===== config.mk =====
export PLATFORM = sky130hd
export DESIGN_NAME = alu_seq_pipe
export DESIGN_NICKNAME = d
export VERILOG_FILES = /design/src/rtl/alu_seq_pipe_pkg.sv /design/src/rtl/alu_seq_pipe_divider.sv /design/src/rtl/alu_seq_pipe.sv
export SDC_FILE = /design/constraint.sdc
export NUM_CORES = 1
export LEC_CHECK = 0
export BUFFER_PORTS_ARGS = -buffer_cell sky130_fd_sc_hd__buf_2
export CAP_MARGIN = 30
export CORE_MARGIN = 10
export CORE_UTILIZATION = 25
export CTS_CLUSTER_DIAMETER = 150
export DETAILED_ROUTE_END_ITERATION = 8
export HOLD_SLACK_MARGIN = 0.15
export PLACE_DENSITY = 0.43
export SKIP_LAST_GASP = 1
export SYNTH_ARGS = -nofsm -noshare
export SYNTH_HDL_FRONTEND = slang
export SYNTH_SLANG_ARGS = --single-unit
export TNS_END_PERCENT = 20

===== constraint.sdc =====
create_clock -name clk -period 20.9 [get_ports clk]
set_input_delay 1.045 -clock clk [delete_from_list [all_inputs] [get_ports clk]]
set_output_delay 1.045 -clock clk [all_outputs]
set_load 0.01 [all_outputs]

===== src/rtl/alu_seq_pipe_pkg.sv =====
// Shared encodings for the sequential ALU: unit classes, per-class op codes,
// compare result codes and the control FSM states.
package alu_seq_pipe_pkg;

  typedef enum logic [1:0] {
    CLS_ARITH = 2'b00,
    CLS_LOGIC = 2'b01,
    CLS_CMP   = 2'b10,
    CLS_SHIFT = 2'b11
  } alu_class_e;

  localparam logic [1:0] OP_ADD  = 2'd0, OP_SUB = 2'd1, OP_MUL  = 2'd2, OP_DIV = 2'd3;
  localparam logic [1:0] OP_AND  = 2'd0, OP_OR  = 2'd1, OP_NAND = 2'd2, OP_NOR = 2'd3;
  localparam logic [1:0] OP_NOP  = 2'd0, OP_EQ  = 2'd1, OP_GT   = 2'd2, OP_LT  = 2'd3;
  localparam logic [1:0] OP_SRL  = 2'd0, OP_SLL = 2'd1, OP_SRA  = 2'd2, OP_ROL = 2'd3;

  localparam logic [1:0] CMP_RES_EQ = 2'd1;
  localparam logic [1:0] CMP_RES_GT = 2'd2;
  localparam logic [1:0] CMP_RES_LT = 2'd3;

  typedef enum logic {
    ST_IDLE = 1'b0,
    ST_DIV  = 1'b1
  } state_e;

endpackage


===== src/rtl/alu_seq_pipe_divider.sv =====
// Signed restoring divider: one quotient bit per cycle on operand magnitudes,
// signs applied at the end (truncation toward zero). The first iteration runs on accept.
module alu_seq_pipe_divider #(
  parameter int WIDTH = 16
) (
  input  logic             clk,
  input  logic             rst,
  input  logic             start,
  input  logic [WIDTH-1:0] a,
  input  logic [WIDTH-1:0] b,
  output logic             busy,
  output logic             done,
  output logic             dz,
  output logic [WIDTH-1:0] quot,
  output logic [WIDTH-1:0] rem
);

  localparam int CNT_W = $clog2(WIDTH + 1);

  logic [CNT_W-1:0] cnt;
  logic [WIDTH-1:0] r_q, q_q, d_q;
  logic             neg_q, neg_r;
  logic             go;
  logic [WIDTH-1:0] a_mag, b_mag;
  logic [WIDTH-1:0] r_in, q_in, d_in, r_step, q_step;
  logic [WIDTH:0]   shifted, trial;

  assign dz    = (b == '0);
  assign go    = start & ~dz & ~busy;
  assign a_mag = a[WIDTH-1] ? -a : a;
  assign b_mag = b[WIDTH-1] ? -b : b;

  // NOTE: every variable written here gets a value on every path first, so no latch is inferred.
  always_comb begin
    r_in    = go ? '0    : r_q;
    q_in    = go ? a_mag : q_q;
    d_in    = go ? b_mag : d_q;
    shifted = {r_in, q_in[WIDTH-1]};
    trial   = shifted - {1'b0, d_in};
    // A set top bit means the trial subtraction borrowed: restore the shifted remainder.
    r_step  = trial[WIDTH] ? shifted[WIDTH-1:0] : trial[WIDTH-1:0];
    q_step  = {q_in[WIDTH-2:0], ~trial[WIDTH]};
  end

  // NOTE: sequential state uses non-blocking assignments so all registers update together.
  always_ff @(posedge clk) begin
    // NOTE: datapath registers are reset too; they are few and it keeps outputs deterministic.
    if (rst) begin
      busy  <= 1'b0;
      cnt   <= '0;
      r_q   <= '0;
      q_q   <= '0;
      d_q   <= '0;
      neg_q <= 1'b0;
      neg_r <= 1'b0;
    end else if (go) begin
      busy  <= 1'b1;
      cnt   <= CNT_W'(WIDTH - 1);
      r_q   <= r_step;
      q_q   <= q_step;
      d_q   <= b_mag;
      neg_q <= a[WIDTH-1] ^ b[WIDTH-1];
      neg_r <= a[WIDTH-1];
    end else if (busy) begin
      if (cnt == '0) begin
        busy <= 1'b0;
      end else begin
        r_q <= r_step;
        q_q <= q_step;
        cnt <= cnt - 1'b1;
      end
    end
  end

  assign done = busy & (cnt == '0);
  assign quot = neg_q ? -q_q : q_q;
  assign rem  = neg_r ? -r_q : r_q;

endmodule


===== src/rtl/alu_seq_pipe.sv =====
// Sequential ALU with valid/ready handshakes, one shared registered result path,
// single-cycle arith/logic/compare/shift units and a multi-cycle signed divider.
module alu_seq_pipe
  import alu_seq_pipe_pkg::*;
#(
  parameter int WIDTH   = 16,
  parameter int SHAMT_W = $clog2(WIDTH)
) (
  input  logic               clk,
  input  logic               rst,
  input  logic               in_valid,
  output logic               in_ready,
  input  logic [WIDTH-1:0]   a,
  input  logic [WIDTH-1:0]   b,
  input  logic [3:0]         alu_fun,
  output logic               out_valid,
  input  logic               out_ready,
  output logic [2*WIDTH-1:0] alu_out,
  output logic [1:0]         out_class,
  output logic               zero_flag,
  output logic               ovf_flag,
  output logic               dz_flag
);

  localparam int W2 = 2 * WIDTH;

  state_e                  state, state_next;
  alu_class_e              cls;
  logic [1:0]              op;
  logic                    accept, is_div, div_start, load_op;
  logic                    div_busy, div_done, div_dz;
  logic [WIDTH-1:0]        div_quot, div_rem;
  logic [W2-1:0]           res;
  logic                    res_ovf, res_dz;
  logic [WIDTH-1:0]        sum, diff, shift_v;
  logic [SHAMT_W-1:0]      shamt;
  logic signed [W2-1:0]    a_ext, b_ext, prod;
  logic [W2-1:0]           rol_wide;

  assign cls      = alu_class_e'(alu_fun[3:2]);
  assign op       = alu_fun[1:0];
  assign shamt    = b[SHAMT_W-1:0];
  assign sum      = a + b;
  assign diff     = a - b;
  assign a_ext    = {{WIDTH{a[WIDTH-1]}}, a};
  assign b_ext    = {{WIDTH{b[WIDTH-1]}}, b};
  assign prod     = a_ext * b_ext;
  assign rol_wide = {a, a} << shamt;

  assign in_ready  = (state == ST_IDLE) & ~div_busy & (~out_valid | out_ready);
  assign accept    = in_valid & in_ready;
  assign is_div    = (cls == CLS_ARITH) && (op == OP_DIV);
  // Divide by zero skips the divider and completes like any single-cycle op.
  assign div_start = accept & is_div & ~div_dz;
  assign load_op   = accept & ~div_start;

  always_comb begin
    res     = '0;
    res_ovf = 1'b0;
    res_dz  = 1'b0;
    shift_v = '0;
    case (cls)
      CLS_ARITH: case (op)
        OP_ADD: begin
          res     = {{WIDTH{sum[WIDTH-1]}}, sum};
          res_ovf = (a[WIDTH-1] == b[WIDTH-1]) && (sum[WIDTH-1] != a[WIDTH-1]);
        end
        OP_SUB: begin
          res     = {{WIDTH{diff[WIDTH-1]}}, diff};
          res_ovf = (a[WIDTH-1] != b[WIDTH-1]) && (diff[WIDTH-1] != a[WIDTH-1]);
        end
        OP_MUL: res = prod;
        OP_DIV: begin
          res    = {a, {WIDTH{1'b1}}};
          res_dz = 1'b1;
        end
      endcase
      CLS_LOGIC: case (op)
        OP_AND:  res = {{WIDTH{1'b0}}, a & b};
        OP_OR:   res = {{WIDTH{1'b0}}, a | b};
        OP_NAND: res = {{WIDTH{1'b0}}, ~(a & b)};
        OP_NOR:  res = {{WIDTH{1'b0}}, ~(a | b)};
      endcase
      CLS_CMP: case (op)
        OP_NOP: res = '0;
        OP_EQ:  res = (a == b) ? W2'(CMP_RES_EQ) : '0;
        OP_GT:  res = ($signed(a) > $signed(b)) ? W2'(CMP_RES_GT) : '0;
        OP_LT:  res = ($signed(a) < $signed(b)) ? W2'(CMP_RES_LT) : '0;
      endcase
      CLS_SHIFT: begin
        case (op)
          OP_SRL: shift_v = a >> shamt;
          OP_SLL: shift_v = a << shamt;
          OP_SRA: shift_v = $signed(a) >>> shamt;
          OP_ROL: shift_v = rol_wide[W2-1:WIDTH];
        endcase
        res = {{WIDTH{1'b0}}, shift_v};
      end
    endcase
  end

  always_ff @(posedge clk) begin
    if (rst) state <= ST_IDLE;
    else     state <= state_next;
  end

  always_comb begin
    state_next = state;
    case (state)
      ST_IDLE: if (div_start) state_next = ST_DIV;
      ST_DIV:  if (div_done)  state_next = ST_IDLE;
    endcase
  end

  // The output is empty whenever the divider finishes, so the two load sources never collide.
  always_ff @(posedge clk) begin
    if (rst) begin
      out_valid <= 1'b0;
      alu_out   <= '0;
      out_class <= '0;
      zero_flag <= 1'b0;
      ovf_flag  <= 1'b0;
      dz_flag   <= 1'b0;
    end else if (load_op) begin
      out_valid <= 1'b1;
      alu_out   <= res;
      out_class <= cls;
      zero_flag <= (res == '0);
      ovf_flag  <= res_ovf;
      dz_flag   <= res_dz;
    end else if (div_done) begin
      out_valid <= 1'b1;
      alu_out   <= {div_rem, div_quot};
      out_class <= CLS_ARITH;
      zero_flag <= ({div_rem, div_quot} == '0);
      ovf_flag  <= 1'b0;
      dz_flag   <= 1'b0;
    end else if (out_ready) begin
      out_valid <= 1'b0;
    end
  end

  alu_seq_pipe_divider #(.WIDTH(WIDTH)) u_divider (
    .clk   (clk),
    .rst   (rst),
    .start (div_start),
    .a     (a),
    .b     (b),
    .busy  (div_busy),
    .done  (div_done),
    .dz    (div_dz),
    .quot  (div_quot),
    .rem   (div_rem)
  );

endmodule

=== After elaboration in Yosys (flattened, before gate mapping) ===
Cells that the tools add are included.

* Bits in registers: 95
* Input bits: 40

* Bitwise logic cells: 22
* Muxes and demuxes: 47
* Shift-type cells: 4
* $lt $le $gt $ge: 2
* Reduce and logical (&&, ||, !) cells: 15
* $add $sub $neg: 8
* $mul: 1
* Eq/ne operators: 12

{| class="wikitable"
|+ Operators with widths
! cell !! count
|-
| $pmux 32 s4 || 4
|-
| $mux 16 || 14
|-
| $logic_not 32->1 || 2
|-
| $mux 32 || 2
|-
| $neg 16->16 || 4
|-
| $pmux 16 s4 || 1
|-
| $mul 16x16->32 || 1
|-
| $not 16->16 || 2
|-
| $shl 32x4->32 || 1
|-
| $mux 1 || 17
|-
| $sub 17x16->17 || 1
|-
| $add 16x16->16 || 1
|-
| $and 16x16->16 || 1
|-
| $eq 16x16->1 || 1
|-
| $gt 16x16->1 || 1
|-
| $logic_not 16->1 || 1
|-
| $lt 16x16->1 || 1
|-
| $or 16x16->16 || 1
|-
| $shl 16x4->16 || 1
|-
| $shr 16x4->16 || 1
|-
| $sshr 16x4->16 || 1
|-
| $sub 16x16->16 || 1
|-
| $mux 4 || 3
|-
| $and 1x1->1 || 9
|-
| other kinds (18) || 39
|}

=== Longest topological paths before layout ===
Gate-level depths: netlist of the first run.

* Depth after elaboration: 14
* Mapped depth: 30
* Mapped depth without buffers: 26

=== Cells and area by module ===
A second synthesis of the first run with hierarchy kept.

* Cell total of the unflattened synthesis: 2721
* Area total of the unflattened synthesis: 21581.9 um^2

{| class="wikitable"
|+ Modules (own cells, without submodules)
! module !! area an instance (um^2) !! sequential area each (um^2) !! cells each !! times used
|-
| alu_seq_pipe || 16719.8 || 780.7 || 2084 || 1
|-
| alu_seq_pipe_divider || 4862.2 || 1121.1 || 637 || 1
|}

=== Worst setup path after synthesis of the first run ===
OpenSTA, ideal clock, no wires.

* Kind: input-to-reg
* From: input b[2]
* To: register zero_flag
* Library setup time: 0.086 ns
* Data required time: 20.814 ns
* Stages on the path: 28
* Path slack: 12.762 ns
* Path buffers: 5
* Arrival: 8.053 ns
* Cell sequence: buf_1 -> buf_1 -> clkbuf_1 -> buf_1 -> nand2_1 -> inv_1 -> fa_1 -> fa_1 -> fa_1 -> fa_1 -> fa_1 -> inv_1 -> fa_1 -> inv_1 -> ha_1 -> clkbuf_1 -> a21o_1 -> a21o_1 -> a21o_1 -> or3_1 -> a21oi_1 -> o31ai_1 -> nand2_1 -> a211oi_1 -> o41ai_1 -> nor4_2 -> nand3_1 -> a211oi_1

* Longest elaborated chain between the ends: 6
* Elaborated cells between the ends (all ways): 30
* Those cells by class: add/sub (2); mul (1); order compare (2); eq/ne (1); shift (4); mux (9); bitwise (8); reduce/logical (3)

{| class="wikitable"
|+ RTL lines
! what !! line !! text
|-
| from (decl) || alu_seq_pipe.sv:14 || <nowiki>input logic [WIDTH-1:0] b,</nowiki>
|-
| parallel branches: the longest is 6 deep, another holds $mul 16x16->32 || -- ||
|-
| to (signal assigned) || alu_seq_pipe.sv:128 || <nowiki>zero_flag <= (res == '0);</nowiki>
|-
| to (signal assigned) || alu_seq_pipe.sv:135 || <nowiki>zero_flag <= ({div_rem, div_quot} == '0);</nowiki>
|-
| to (decl) || alu_seq_pipe.sv:20 || <nowiki>output logic zero_flag,</nowiki>
|}

Several ways; the timed one is not identified. The select of a mux whose other input is x is not followed.
A chain may end at the register's enable or synchronous reset.

=== Worst setup path in the final report of the first run ===
* From: input a[15]
* To: register zero_flag

* Longest elaborated chain between the ends: 6
* Elaborated cells between the ends (all ways): 24
* Those cells by class: add/sub (2); mul (1); order compare (2); eq/ne (1); shift (4); mux (9); bitwise (4); reduce/logical (1)

{| class="wikitable"
|+ RTL lines
! what !! line !! text
|-
| from (decl) || alu_seq_pipe.sv:13 || <nowiki>input logic [WIDTH-1:0] a,</nowiki>
|-
| parallel branches: the longest is 3 deep, another holds $mul 16x16->32 || -- ||
|-
| $pmux 32 s4 (*) || alu_seq_pipe.sv:62 || <nowiki>case (cls)</nowiki>
|-
| $logic_not 32->1 (*) || alu_seq_pipe.sv:128 ||
|-
| $mux 1 (*) || alu_seq_pipe.sv:124 || <nowiki>end else if (load_op) begin</nowiki>
|}

Every way passes the cells marked *. The select of a mux whose other input is x is not followed.

==> results.yml, run 1 <==
outcome:
  outcome: "finished clean"
placed_design:
  gp_congestion: 0.9424
  port_buffers: 78
  dpl.hpwl_mm: 71.79
  placedCellCount: 3663
  pre_cts_ws_ns: 10.86
  dpl-instance-area_um2: 21910
clocking:
  clkSlewWorstSetupHoldPaths_ns: 0.06
  cts_htree_levels: 3
  clockRootBuffer: "clkbuf_16"
  clock_path_buffers: 2
  postCtsSetupBuffers: 0
  cts_made_buffers: 9
  cts_tree: "done"
  clock_sinks: 95
  clk_latency_ns: 0.36
  ctsHoldBuffers: 0
  cts_resized: 0
worst_setup_path:
  cp_max_fo: 37
  reg2reg_slack_ns: 14.99
  startpoint_type: "input port"
  regToRegStartpoint: "u_divider.busy"
  startpoint: "a[15]"
  crit_path_frequent_cell: "fa_1"
  cp.arrival_ns: 10.02
  crit_type: "input port to flop"
  slowest_stage: "fa_1"
  required_ns: 21.16
  end_kind: "flop"
  slowest_delay_ns: 0.96
sta:
  setup_violations: 0
  timing.final.hold_violations: 0
  tns_ns: 0
  post-route-period-util: 0.4671
  slew-limit-headroom: 0.3414
  slew_viol_final: 0
  whs_ns: 0.4633
  worstMarginPinSlew_ns: 0.9868
  setup_slack_ns: 11.14
  fmax_mhz: 102.4
  fin_skew_ns: 0.01087
  finalCriticalPeriod_ns: 9.761
  rsz0062_at_grt: "false"
yosys:
  yosys.area_share.simple: 0.1823
  synthAdderAreaFrac: 0.3538
  synthArstFlopShare: 0
  synth.avg_cell_area_um2: 7.743
  syn_area_um2: 20440
  syn_inst: 2640
  synth_top_family_by_area: "adder cells"
  synth_edf_count: 0
  synthDistinctLibCells: 85
  synth_compound_area_frac: 0.1854
  yosysSeqAreaShare: 0.09304
  muxShareOfSynthArea: 0.03507
  dominantRegCellSynth: "dfxtp_1"
  synth_xor_xnor_area_share: 0.05350
  yosysWarnings: 0
  ys_seq_elements: 95
  syn-num-nets: 3099
routing:
  drtIter0Drc: 1767
  wire_per_inst_um: 25.10
  via_count: 19618
  drtAntennaViolNets: 0
  drtPass1Iterations: 5
  drc: 0
  viasPerCell: 5.334
  wirelength_mm: 92.34
die:
  rows: 104
  die_h_um: 305.9
  io_pins: 79
  die_area_um2: 93600
  core_um2: 80810
  initial_core_util: 0.2530
  die_x_um: 305.9
global_routing:
  grt_overflow_total: 0
  grt_pass1_vias: 20034
  grt_pass1_wl_mm: 136.9
  track_usage: 0.1928
  grt_max_degree: 90
  antenna_found_initial: 0
final_layout:
  syn_to_final_growth_pct: 8.606
  post-route-util: 0.2747
  layout_common_cells: "inv_1, nor2_1, nand2_1"
  drive_gt1_frac: 0.07639
  layout_commonest_cell: "inv_1"
  layout.nets: 3073
  diodes: 0
  finalNonFillerCells: 3678
  fin_area_um2: 22200
pwr:
  total_power_mw: 3.961
  powerDensity_nw_per_um2: 178.4
  vdd_drop_max_uv: 217.2
  total_leakage_power_nw: 10.06
job:
  drv_cap: 0
hold_path:
  hp-class: "flop to flop"
  min-delay-start: "state"
-- cells in the mapped netlist, types with 7 or more instances --
library cell	count	share of area
a211o_1	10	0.0043
a211oi_1	32	0.012
a21o_1	23	0.0084
a21oi_1	163	0.040
a221oi_1	19	0.0081
a22oi_1	14	0.0051
a311oi_1	7	0.0030
a31oi_1	23	0.0070
and2_1	17	0.0052
and3_1	10	0.0031
buf_1	26	0.0048
buf_2	7	0.0017
clkbuf_1	131	0.024
clkinv_1	11	0.0020
dfxtp_1	95	0.093
fa_1	265	0.26
ha_1	154	0.094
inv_1	345	0.063
mux2_2	15	0.0083
mux2i_1	39	0.019
mux4_2	7	0.0077
nand2_1	269	0.049
nand2b_1	16	0.0049
nand3_1	59	0.014
nand4_1	13	0.0040
nor2_1	333	0.061
nor2b_1	17	0.0052
nor3_1	38	0.0093
nor4_1	19	0.0058
o2111ai_1	7	0.0030
o211ai_1	14	0.0051
o21a_1	9	0.0033
o21ai_0	102	0.025
o221ai_1	15	0.0064
o22ai_1	20	0.0061
o311ai_0	9	0.0039
o31ai_1	26	0.0095
or2_2	7	0.0021
or3_1	17	0.0052
or4_1	10	0.0037
xnor2_1	88	0.038
xor2_1	35	0.015
-- area by class of cell --
cell class | count | area (um2)
inverter | 361 | 1355
clock buffer | 9 | 225.2
clock inverter | 6 | 61.31
fill | 8798 | 58610
tap | 1060 | 1326
sequential | 95 | 1902
multi-input combinational | 2020 | 16570
timing repair buffer | 127 | 755.7
-- where the power goes --
| group | internal [mW] | total, mW | switching, mW | leakage [nW] |
|---|---|---|---|---|
| clock network | 0.0920 | 0.167 | 0.0746 | 0.141 |
| logic | 1.34 | 3.59 | 2.26 | 9.15 |
| registers | 0.191 | 0.200 | 0.00870 | 0.770 |
-- sequential cells by signal, indices dropped and copies added (netlist names), 2 cells and up --
register / flops
u_divider.r_q: 16
u_divider.d_q: 16
alu_out: 32
out_class: 2
u_divider.cnt: 5
u_divider.q_q: 16
-- critical path, delay by kind of cell --
family,cells,cell delay [ns]
AO/OA/AOI/OAI,8,1.52
adder cells (fa/ha/maj),7,4.13
buffers and inverters,6,1.68
AND/OR/NAND/NOR,5,1.57
-- cells by family after synthesis --
group	count (synthesis)
and+or+nand+nor	846
xor gates and xnor gates	124
adders and majority gates	419
buffers and inverters	525
AOI/OAI and AO/OA	570
muxes	61
DFF	95
-- routing by layer --
metal  GRT usage  up-vias  share of wire
li1            -     8789              -
met1      0.2560     9904           0.44
met2      0.3125      766           0.46
met3     0.02536      159          0.057
met4     0.07822        0          0.044
met5           0        -              0
-- path summary, 6_finish.rpt --
check | endpoint | depth (start not counted)
setup / recovery | zero_flag | 26
hold / removal | state | 2
setup reg to reg | u_divider.r_q[0] | 19
hold reg to reg | state | 2
(Power assumes the default switching activity.)
==> run 2, diff against run 1 <==
--- a/config.mk
+++ b/config.mk
@@ -5,6 +5,7 @@
 export SDC_FILE = /design/constraint.sdc
 export NUM_CORES = 1
 export LEC_CHECK = 0
+export ABC_AREA = 1
 export BUFFER_PORTS_ARGS = -buffer_cell sky130_fd_sc_hd__buf_2
 export CAP_MARGIN = 30
 export CORE_MARGIN = 10
==> constraint.sdc (replaced) <==
create_clock -name clk -period 9.99 [get_ports clk]
set_input_delay 0.4995 -clock clk [delete_from_list [all_inputs] [get_ports clk]]
set_output_delay 0.4995 -clock clk [all_outputs]
set_load 0.01 [all_outputs]
==> run 2 against run 1 <==
  * Clock power increased by 130%
  * Synthesized area grew 8.6%
  * Largest power group unchanged
  * Largest cell class unchanged
  * Flip-flop and latch count is the same
  * Via count is 12% higher
==> results.yml, run 2 <==
placed_design:
  port_buffers: 78
  placedCellCount: 4587
  gp_congestion: 0.9488
  dpl.hpwl_mm: 74.00
final_layout:
  layout.nets: 3892
  layout_common_cells: "nand2_1, inv_1, nand3_1"
  drive_gt1_frac: 0.05236
  layout_commonest_cell: "nand2_1"
  largest_register_ffs: 32
  top_register: "alu_out"
  finalNonFillerCells: 4605
  post-route-util: 0.2710
  syn_to_final_growth_pct: 7.746
routing:
  drtIter0Drc: 1839
  viasPerCell: 4.752
  via_count: 21884
  wire_per_inst_um: 20.01
  drc: 0
  drtPass1Iterations: 5
  wirelength_mm: 92.13
  drtAntennaViolNets: 0
yosys:
  ys_seq_elements: 95
  syn_inst: 3469
  yosysSeqAreaShare: 0.08569
  dominantRegCellSynth: "dfxtp_1"
  netlist_top_cells_count: "nand2_1, inv_1, nand3_1"
  synth_top_area_cell: "fa_1"
  synth_top_area_frac: 0.2390
  yosysMostFrequentCell: "nand2_1"
  synthArstFlopShare: 0
  synth_area_leaders: "fa_1, nand2_1, inv_1"
  synth_edf_count: 0
  syn-num-nets: 3928
  synthDistinctLibCells: 54
  synth.avg_cell_area_um2: 6.398
  syn_area_um2: 22190
  yosysWarnings: 0
hold_path:
  hp-class: "flop to flop"
  hold_path_depth: 2
  min-delay-start: "out_class[0]"
  worstHoldEndpoint: "out_class[0]"
sta:
  worstMarginPinSlew_ns: 0.9817
  fmax_mhz: 135.4
  rsz0062_at_grt: "false"
  tns_ns: 0
  fin_skew_ns: 0.01017
  slew_viol_final: 0
  finalCriticalPeriod_ns: 7.386
  setup_violations: 0
  timing.final.hold_violations: 0
  slew-limit-headroom: 0.3448
  post-route-period-util: 0.7393
clocking:
  cts_htree_levels: 3
  cts_tree: "done"
  clock_path_buffers: 2
  ctsHoldBuffers: 0
  cts_resized: 0
  clkSlewWorstSetupHoldPaths_ns: 0.07
  clock_sinks: 95
  clockRootBuffer: "clkbuf_16"
  postCtsSetupBuffers: 0
  clk_latency_ns: 0.36
  cts_made_buffers: 9
worst_setup_path:
  required_ns: 10.29
  path_buf_inv: 5
  cp_top_family: "adder cells"
  reg2reg_slack_ns: 5.00
  regToRegStartpoint: "u_divider.busy"
  startpoint_type: "input port"
  slowest_stage: "fa_1"
  crit_type: "input port to flop"
  cp.arrival_ns: 7.68
  worst_r2r_endpoint: "u_divider.r_q[4]"
  reg2reg_depth: 21
  end_kind: "flop"
  cp_max_fo: 14
  crit_path_frequent_cell: "nand2_1"
  slowest_delay_ns: 0.98
  path_depth: 29
global_routing:
  gr-usage-met3: 0.02154
  grt_pass1_wl_mm: 140.7
  track_usage: 0.1780
  use_met1: 0.2531
  antenna_found_initial: 10
  grt_overflow_total: 0
  grt_max_degree: 74
  grt_use_met2: 0.2872
  grt_pass1_vias: 21927
  grt-busiest-layer: "met2"
die:
  die_x_um: 318.0
  io_pins: 79
  core_um2: 88240
  rows: 109
  die_area_um2: 101100
  initial_core_util: 0.2515
  die_h_um: 318.0
pwr:
  powerDensity_nw_per_um2: 357.2
  vdd_drop_max_uv: 395.0
  total_leakage_power_nw: 12.90
job:
  drv_cap: 0
outcome:
  outcome: "finished clean"
-- run 2: cell types whose count changed after synthesis, moves of 27 or more --
cell,previous run,this run
clkbuf_1,131,71
nand3_1,59,298
buf_2,7,47
a211oi_1,32,0
mux2i_1,39,1
inv_1,345,684
xnor2_1,88,11
nor2_1,333,230
o21ai_0,102,129
xor2_1,35,71
nand2_1,269,985
-- run 2: logic make-up (layout without fill, tap and decap cells) --
group	count (synthesis)	in the layout	share of synthesized area
XOR/XNOR	82	82	0.03236
adder cells (fa/ha/maj)	419	419	0.3259
AND/OR/NAND/NOR	1638	1638	0.3102
multiplexers	1	1	0.0004510
AO/OA/AOI/OAI	381	381	0.09618
flip-flops	95	95	0.08569
buffers and inverters	853	822	0.1492
other	0	2	0
-- run 2: final cells by class --
cell class                 count  area (um2)
fill                       10041       64330
inverter                     698        2620
timing repair buffer         108       623.1
tap                         1165        1458
sequential                    95        1902
multi-input combinational   2521       16990
clock buffer                   9       225.2
antenna                        2       5.005
clock inverter                 7       95.09
-- run 2: power breakdown --
part           total [mW]  switching, mW  leakage [nW]  internal (mW)
sequential          0.411         0.0128         0.771          0.399
clock               0.386          0.166         0.156          0.220
combinational        7.74           5.06          12.0           2.69
-- run 2: how the worst max path moves through the flow --
stage	from	endpoint	slack [ns]
finish	a[15]	zero_flag	2.60
detailed placement	a[15]	zero_flag	2.28
floorplan	a[15]	zero_flag	3.55
global route	a[15]	zero_flag	2.07
CTS	a[15]	zero_flag	2.65
global placement	a[15]	zero_flag	2.22
-- run 2: through the flow --
step | total power, mW | area [um2] | setup slack [ns] | hold slack [ns]
after CTS | 8.551 | 23910 | 2.650 | 0.4439
final | 8.541 | 23910 | 2.604 | 0.4575
after global placement | 8.167 | 23570 | 2.219 | 0.4555
after floorplan | 6.102 | 22190 | 3.555 | 0.4445
after global routing | 9.745 | 23910 | 2.073 | 0.4666
after detailed placement | 8.113 | 23590 | 2.281 | 0.4498
-- run 2: per-layer routing --
metal	up-vias	share of wire
met3	93	0.056
met4	14	0.018
met2	599	0.45
li1	10576	-
met5	-	0.00091
met1	10602	0.48
-- run 2: tightest hold or removal path, delay by kind of cell (launching register included) --
kind / cells / cell delay (ns)
flip-flops: 1 / 0.31
AND/OR/NAND/NOR: 1 / 0.06
AO/OA/AOI/OAI: 1 / 0.05
==> run 3, diff against run 2 <==
--- a/config.mk
+++ b/config.mk
@@ -13,7 +13,7 @@
 export CTS_CLUSTER_DIAMETER = 150
 export DETAILED_ROUTE_END_ITERATION = 8
 export HOLD_SLACK_MARGIN = 0.15
-export PLACE_DENSITY = 0.43
+export PLACE_DENSITY = 0.44
 export SKIP_LAST_GASP = 1
 export SYNTH_ARGS = -nofsm -noshare
 export SYNTH_HDL_FRONTEND = slang
==> constraint.sdc (replaced) <==
create_clock -name clk -period 5.9 [get_ports clk]
set_input_delay 0.295 -clock clk [delete_from_list [all_inputs] [get_ports clk]]
set_output_delay 0.295 -clock clk [all_outputs]
set_load 0.01 [all_outputs]
==> run 3 against run 2 <==
  * Register-to-register slack got worse by 3.4 ns
  * Global-route usage about the same
  * Die area unchanged
  * Core utilization increased by 3.0 points
  * Clock skew increased by 0.00095 ns
  * Hold slack got worse by 0.19 ns
  * Cell count increased by 5.6%
==> results.yml, run 3 (synthesis gave the netlist of run 2 again) <==
final_layout:
  diodes: 0
  syn_to_final_growth_pct: 19.67
  top_register: "alu_out"
  finalNonFillerCells: 4863
  drive_gt1_frac: 0.1449
  layout_commonest_cell: "nand2_1"
  layout.nets: 4152
  layout_common_cells: "nand2_1, inv_1, nand3_1"
  post-route-util: 0.3010
  largest_register_ffs: 32
  nFillCells: 9899
clocking:
  clock_path_buffers: 2
  cts_made_buffers: 9
  cts_htree_levels: 3
  clockRootBuffer: "clkbuf_16"
  clk_latency_ns: 0.36
  clkSlewWorstSetupHoldPaths_ns: 0.07
  cts_tree: "done"
  clock_sinks: 95
global_routing:
  grt_pass1_wl_mm: 140.7
  grt_pass1_vias: 22353
  track_usage: 0.1783
  grt_max_degree: 73
  antenna_found_initial: 4
  grt_overflow_total: 0
outcome:
  outcome: "finished clean"
die:
  rows: 109
  die_x_um: 318.0
  io_pins: 79
  initial_core_util: 0.2515
  die_area_um2: 101100
  die_h_um: 318.0
  core_um2: 88240
hold_path:
  worstHoldEndpoint: "out_class[1]"
  hold_path_depth: 3
  hp-class: "input port to flop"
  min-delay-start: "alu_fun[3]"
sta:
  setup_slack_ns: 0.04312
  rsz0062_at_grt: "true"
  setup_violations: 0
  fin_skew_ns: 0.01112
  slew_viol_final: 0
  finalCriticalPeriod_ns: 5.857
  fmax_mhz: 170.7
  timing.final.hold_violations: 0
  post-route-period-util: 0.9927
  worstMarginPinSlew_ns: 1.011
  tns_ns: 0
  slew-limit-headroom: 0.3190
routing:
  drtIter0Drc: 1776
  drc: 0
  wirelength_mm: 92.79
  drtPass1Iterations: 6
  drtAntennaViolNets: 0
  viasPerCell: 4.675
  via_count: 22736
  wire_per_inst_um: 19.08
worst_setup_path:
  reg2reg_slack_ns: 1.58
  cp_top_family: "adder cells"
  cp_max_fo: 5
  regToRegStartpoint: "u_divider.busy"
  slowest_delay_ns: 0.60
  slowest_stage: "fa_1"
  cp.arrival_ns: 6.13
  crit_type: "input port to flop"
  required_ns: 6.18
  path_buf_inv: 11
  startpoint_type: "input port"
  reg2reg_depth: 18
  worst_r2r_endpoint: "u_divider.r_q[4]"
  end_kind: "flop"
placed_design:
  placedCellCount: 4843
  dpl.hpwl_mm: 78.38
  pre_cts_ws_ns: -0.8810
  port_buffers: 78
  gp_congestion: 0.9383
job:
  drv_cap: 0
## run 3: cell types whose count changed in the layout (fill, tap and decap cells not counted), moves of 20 or more
cell	delta
nor2_1	-24
nand2_2	+20
buf_2	-20
ha_1	-20
nand2_1	-21
buf_4	+252
## run 3: metrics by stage
step           hold slack (ns)  instance area (um2)
4_1_cts                 0.2548                26060
5_1_grt                 0.2624                26560
6_report                0.2644                26560
3_5_place_dp            0.4574                25560
3_3_place_gp            0.4529                25560
2_1_floorplan           0.4432                22210
## run 3: routing by layer
metal  global-route usage  part of all wire  up-vias
li1                     -                 -    11108
met1               0.2489              0.47    10893
met2               0.2893              0.45      618
met3              0.01939             0.053      113
met4              0.04384             0.029        4
met5                    0           0.00023        -
## run 3: worst max path at each step
| stage | cells past startpoint | start | endpoint |
|---|---|---|---|
| finish | 29 | a[7] | alu_out[24] |
| global route | 32 | a[6] | zero_flag |
| CTS | 29 | b[3] | zero_flag |
| detailed placement | 30 | a[15] | zero_flag |
| global placement | 30 | a[15] | zero_flag |
| floorplan | 30 | a[15] | zero_flag |
## run 3: worst min-delay path: stages
cell and delay [ns]:
buf_2 0.15, nand2_1 0.07, a21oi_1 0.05
## run 3: area by class of cell
class,count,area [um2],share of cell area
clock buffer,13,250.2,0.009422
timing repair buffer,368,2748,0.1035
sequential,95,1902,0.07161
multi-input combinational,2521,17490,0.6586
clock inverter,3,90.09,0.003392
tap,1165,1458,0.05488
inverter,698,2620,0.09865
## run 3: timing repair
action / in CTS / in global routing
endpoints found under the setup margin: 14 / 20
pin swaps: 2 / 32
buffers inserted: 1 / 3
resized for setup: 41 / 115
hold buffers: 0 / 0
Power of run 3 is left out: the tool's default activity adds up to more than one toggle a clock period on the data nets, which glitch-free logic cannot reach.
